## config.mk

```make
export PLATFORM = sky130hd
export DESIGN_NAME = compare_serial
export DESIGN_NICKNAME = d
export VERILOG_FILES = /design/src/rtl/compare_serial.sv
export SDC_FILE = /design/constraint.sdc
export NUM_CORES = 1
export LEC_CHECK = 0
export ABC_AREA = 1
export BUFFER_PORTS_ARGS = -buffer_cell sky130_fd_sc_hd__buf_4
export CORE_MARGIN = 2
export CORE_UTILIZATION = 44
export CTS_CLUSTER_DIAMETER = 50
export DETAILED_ROUTE_END_ITERATION = 12
export GPL_TIMING_DRIVEN = 1
export PLACE_DENSITY = 0.66
export SLEW_MARGIN = 40
export SYNTH_ARGS = -nofsm -noshare
export SYNTH_HDL_FRONTEND = slang
export SYNTH_SLANG_ARGS = --single-unit
export TNS_END_PERCENT = 30
```

## constraint.sdc

```tcl
create_clock -name clk -period 1.5 [get_ports clk]
set_input_delay 0 -clock clk [delete_from_list [all_inputs] [get_ports clk]]
set_output_delay 0 -clock clk [all_outputs]
set_load 0.005 [all_outputs]
```

## src/rtl/compare_serial.sv

```systemverilog
// compare_serial: bit-serial MSB-first unsigned magnitude comparator.
// The first differing bit locks the verdict; all N beats are always consumed.
module compare_serial #(
    parameter int N = 8
) (
    input  logic clk,
    input  logic reset_n,
    input  logic start,
    input  logic bit_valid,
    input  logic a_bit,
    input  logic b_bit,
    output logic ready,
    output logic busy,
    output logic done_tick,
    output logic gt,
    output logic eq,
    output logic lt
);
    localparam int CW = $clog2(N + 1);

    typedef enum logic [1:0] {IDLE, RUN, DONE} state_t;

    state_t        state_q;
    logic [CW-1:0] cnt_q;
    logic          gtf_q, ltf_q, gt_q, eq_q, lt_q;
    logic          gtf_d, ltf_d, last_beat;

    // flags only move while both are still clear, so the MSB-most difference wins
    always_comb begin
        gtf_d     = gtf_q | (~gtf_q & ~ltf_q & a_bit & ~b_bit);
        ltf_d     = ltf_q | (~gtf_q & ~ltf_q & ~a_bit & b_bit);
        last_beat = cnt_q == CW'(N - 1);
    end

    always_ff @(posedge clk) begin
        if (!reset_n) begin
            state_q <= IDLE;
            cnt_q   <= '0;
            gtf_q   <= 1'b0;
            ltf_q   <= 1'b0;
            gt_q    <= 1'b0;
            eq_q    <= 1'b0;
            lt_q    <= 1'b0;
        end else begin
            case (state_q)
                IDLE: if (start) begin
                    state_q <= RUN;
                    cnt_q   <= '0;
                    gtf_q   <= 1'b0;
                    ltf_q   <= 1'b0;
                    gt_q    <= 1'b0;
                    eq_q    <= 1'b0;
                    lt_q    <= 1'b0;
                end
                RUN: if (bit_valid) begin
                    gtf_q <= gtf_d;
                    ltf_q <= ltf_d;
                    cnt_q <= last_beat ? CW'(N) : cnt_q + CW'(1);
                    if (last_beat) begin
                        state_q <= DONE;
                        gt_q    <= gtf_d;
                        lt_q    <= ltf_d;
                        eq_q    <= ~gtf_d & ~ltf_d;
                    end
                end
                DONE: state_q <= IDLE;
                default: state_q <= IDLE;
            endcase
        end
    end

    assign ready     = state_q == IDLE;
    assign busy      = state_q == RUN;
    assign done_tick = state_q == DONE;
    assign gt        = gt_q;
    assign eq        = eq_q;
    assign lt        = lt_q;
endmodule

```

==> run_results.csv <==
group,metric,value,unit
status,outcome,"completed",
critical_path,regToRegStartpoint,"cnt_q[0]",
synthesis,ys_seq_area_share,37.77,%
timing,whs,0.09980,ns
timing,setup_tns,0,ns
synthesis,synth_seq_cells,11,
placement,pre_cts_ws,0.3219,ns
drt,firstDrtPassIters,4,
critical_path,worstPathArrival,1.42,ns
global_route,grt_pass1_vias,474,
drt,wl_per_cell,10.42,um
timing,timing_hold_violations_final,0,
timing,tightest_slew,0.2739,ns
layout,final_nets,112,
floorplanning,die_h,40.40,um
cts,postCtsSetupRepairBufs,0,
global_route,grt_pass1_wl,2.076,mm
layout,final_layout_size_suffix_gt1_share,24.04,%
placement,io_buffers,11,
hold_path,min_from,"start",
cts,clk_pin_slew,0.07,ns
flow_run,maxCapViolCount,0,
synthesis,synth_area,583.1,um^2
critical_path,crit_chain,"ha_1 -> nand2_1 -> nor2_1 -> nor2_1 -> nor2_1 -> nand3_1 -> nand2_1",
synthesis,avgSynthCellArea,6.626,um^2
cts,clock-root-buffer,"clkbuf_4",
critical_path,crit_type,"reg -> reg",
critical_path,worstPathRequired,1.73,ns
timing,slew_headroom,81.72,%
critical_path,worst_setup_path_end_kind,"register",
drt,drc,0,
timing,fmax,0.8409,GHz
timing,period_share,79.28,%
critical_path,slowest_stage,"dfxtp_1",
global_route,track_usage,20.09,%
layout,register_area,220.2,um^2
critical_path,r2r_slack,0.31,ns
layout,multi_input_area,317.8,um^2
cts,cts_max_level,1,
hold_path,min_path_type,"in -> reg",
critical_path,startpoint_type,"register",
power_and_ir_drop,powerDensity,905.5,nW/um^2
timing,setup_ws,0.3108,ns
global_route,grt_max_degree,8,
timing,fin_worst_skew,0.008800,ns
layout,n_fill_cell,122,
floorplanning,die_w,40.40,um
global_route,antenna_found_initial,0,
timing,finalSetupViolCount,0,
floorplanning,ioPinCount,12,
synthesis,syn_inst,88,
floorplanning,dieArea,1632,um^2
timing,maxSlewViolCount,0,
critical_path,max_stage_delay,0.40,ns
hold_path,min_path_cells,5,
critical_path,r2r-end,"lt",
critical_path,ff2ff_path_depth,7,
layout,fin_area,720.7,um^2
drt,routed_wl,1.240,mm
floorplanning,core_area,1269,um^2
cts,clk_latency,0.28,ns
drt,drtIter0Drc,16,
power_and_ir_drop,ir_worst_vdd,400.7,uV
drt,drt-vias-per-instance,4.647,
synthesis,ys_warn_count,0,
synthesis,syn_nets,95,
cts,cts_buffer_depth,2,
power_and_ir_drop,totalPowerFinal,0.6526,mW
placement,dp_hpwl,967.2,um
synthesis,ys_types,16,
floorplanning,rows,13,
floorplanning,start_util,45.96,%
timing,min_period,1.189,ns
timing,rsz0062_at_grt,"false",
critical_path,crit_fanout,5,
placement,gp_congestion,0.8415,
layout,antenna_cells,0,
cts,cts_tree,"built",
power_and_ir_drop,leakagePower,0.3658,nW
drt,detail-route-antenna-nets,0,
cts,cts_made_buffers,3,
drt,vias,553,
cts,clkSinkCount,11,
critical_path,cp_common_cell,"nor2_1",
layout,areaGrowthSynthToFinish,23.61,%
hold_path,whs_endpoint,"state_q[1]",
placement,placed_cell_area,684.4,um^2
global_route,grt_overflow,0,
[cells in the mapped netlist]
| cell type | instances | area, um^2 |
|---|---|---|
| a21oi_1 | 5 | 25.02 |
| dfxtp_1 | 11 | 220.2 |
| ha_1 | 1 | 12.51 |
| inv_1 | 9 | 33.78 |
| inv_2 | 3 | 11.26 |
| nand2_1 | 25 | 93.84 |
| nand2_2 | 3 | 18.77 |
| nand2_4 | 2 | 22.52 |
| nand3_1 | 11 | 55.05 |
| nand3_2 | 1 | 10.01 |
| nand4_1 | 1 | 6.260 |
| nor2_1 | 12 | 45.04 |
| nor2_2 | 1 | 6.260 |
| nor2_4 | 1 | 11.26 |
| nor4_1 | 1 | 6.260 |
| o21ai_1 | 1 | 5.000 |
[critical path: cells and delay by family (launching register included)]
kind	cells	cell delay, ns
AND/OR/NAND/NOR	6	0.54
flip-flops	1	0.40
adder cells (fa/ha/maj)	1	0.21
[power breakdown]
| group | total (mW) | switching, mW | leakage (nW) | internal [mW] |
|---|---|---|---|---|
| Clock | 0.207 | 0.104 | 0.0150 | 0.103 |
| Combinational | 0.128 | 0.0739 | 0.261 | 0.0538 |
| Sequential | 0.318 | 0.0133 | 0.0895 | 0.304 |
| Total | 0.653 | 0.191 | 0.366 | 0.461 |
[sequential cells by signal, summed over array words and instances, names as in the netlist]
register and cells:
cnt_q 4, gtf_q 1, lt 1, eq 1, state_q 2, ltf_q 1
gt 1
[worst max path at each step]
| stage | from | to | slack [ns] |
|---|---|---|---|
| final | cnt_q[0] | lt | 0.31 |
| after CTS | cnt_q[0] | lt | 0.30 |
| after global placement | state_q[0] | lt | 0.36 |
| after floorplan | cnt_q[0] | eq | 0.44 |
| after detailed placement | cnt_q[0] | lt | 0.32 |
| after global routing | cnt_q[0] | lt | 0.13 |
[metal layers]
metal / up-vias / GRT usage (%) / routed length, um
li1: 310 / - / -
met1: 231 / 27.00 / 598
met2: 10 / 28.17 / 577
met3: 2 / 10.00 / 54
met4: 0 / 5.000 / 10
met5: - / 0 / 0
[layout make-up]
type / instances / share of cell area [%]
clock buffers: 4 / 3.646
multi-input cells: 65 / 44.10
repair buffers: 12 / 12.85
well taps: 15 / 2.604
inverters: 12 / 6.250
flip-flops and latches: 11 / 30.56
[cell families after synthesis]
group,count (synthesis),synth area share [%]
and+or+nand+nor,58,47.21
buffers and inverters,12,7.725
DFF,11,37.77
AOI/OAI and AO/OA,6,5.149
adders and majority gates,1,2.146
[placed cells by master, fill, tap and decap left out]
cell | netlist | layout
nor4_1 | 1 | 1
buf_4 | 0 | 11
dlygate4sd3_1 | 0 | 1
nand3_2 | 1 | 1
nand2_1 | 25 | 25
a21oi_1 | 5 | 5
clkbuf_1 | 0 | 1
nor2_1 | 12 | 12
nor2_2 | 1 | 1
nand3_1 | 11 | 11
inv_2 | 3 | 3
inv_1 | 9 | 9
nand2_4 | 2 | 2
nor2_4 | 1 | 1
nand2_2 | 3 | 3
nand4_1 | 1 | 1
dfxtp_1 | 11 | 11
ha_1 | 1 | 1
o21ai_1 | 1 | 1
clkbuf_4 | 0 | 3
[stage by stage]
step                      utilization [%]  instances
after floorplan                         -         88
after global placement              53.94        114
after detailed placement            53.94        114
after CTS                           56.80        119
after global routing                56.80        119
final                               56.80        119
[what timing repair did]
item,in CTS,in global routing
endpoints found under the hold margin,4,0
hold buffers,1,0
gates resized for setup,0,0
(Power assumes the default switching activity.)
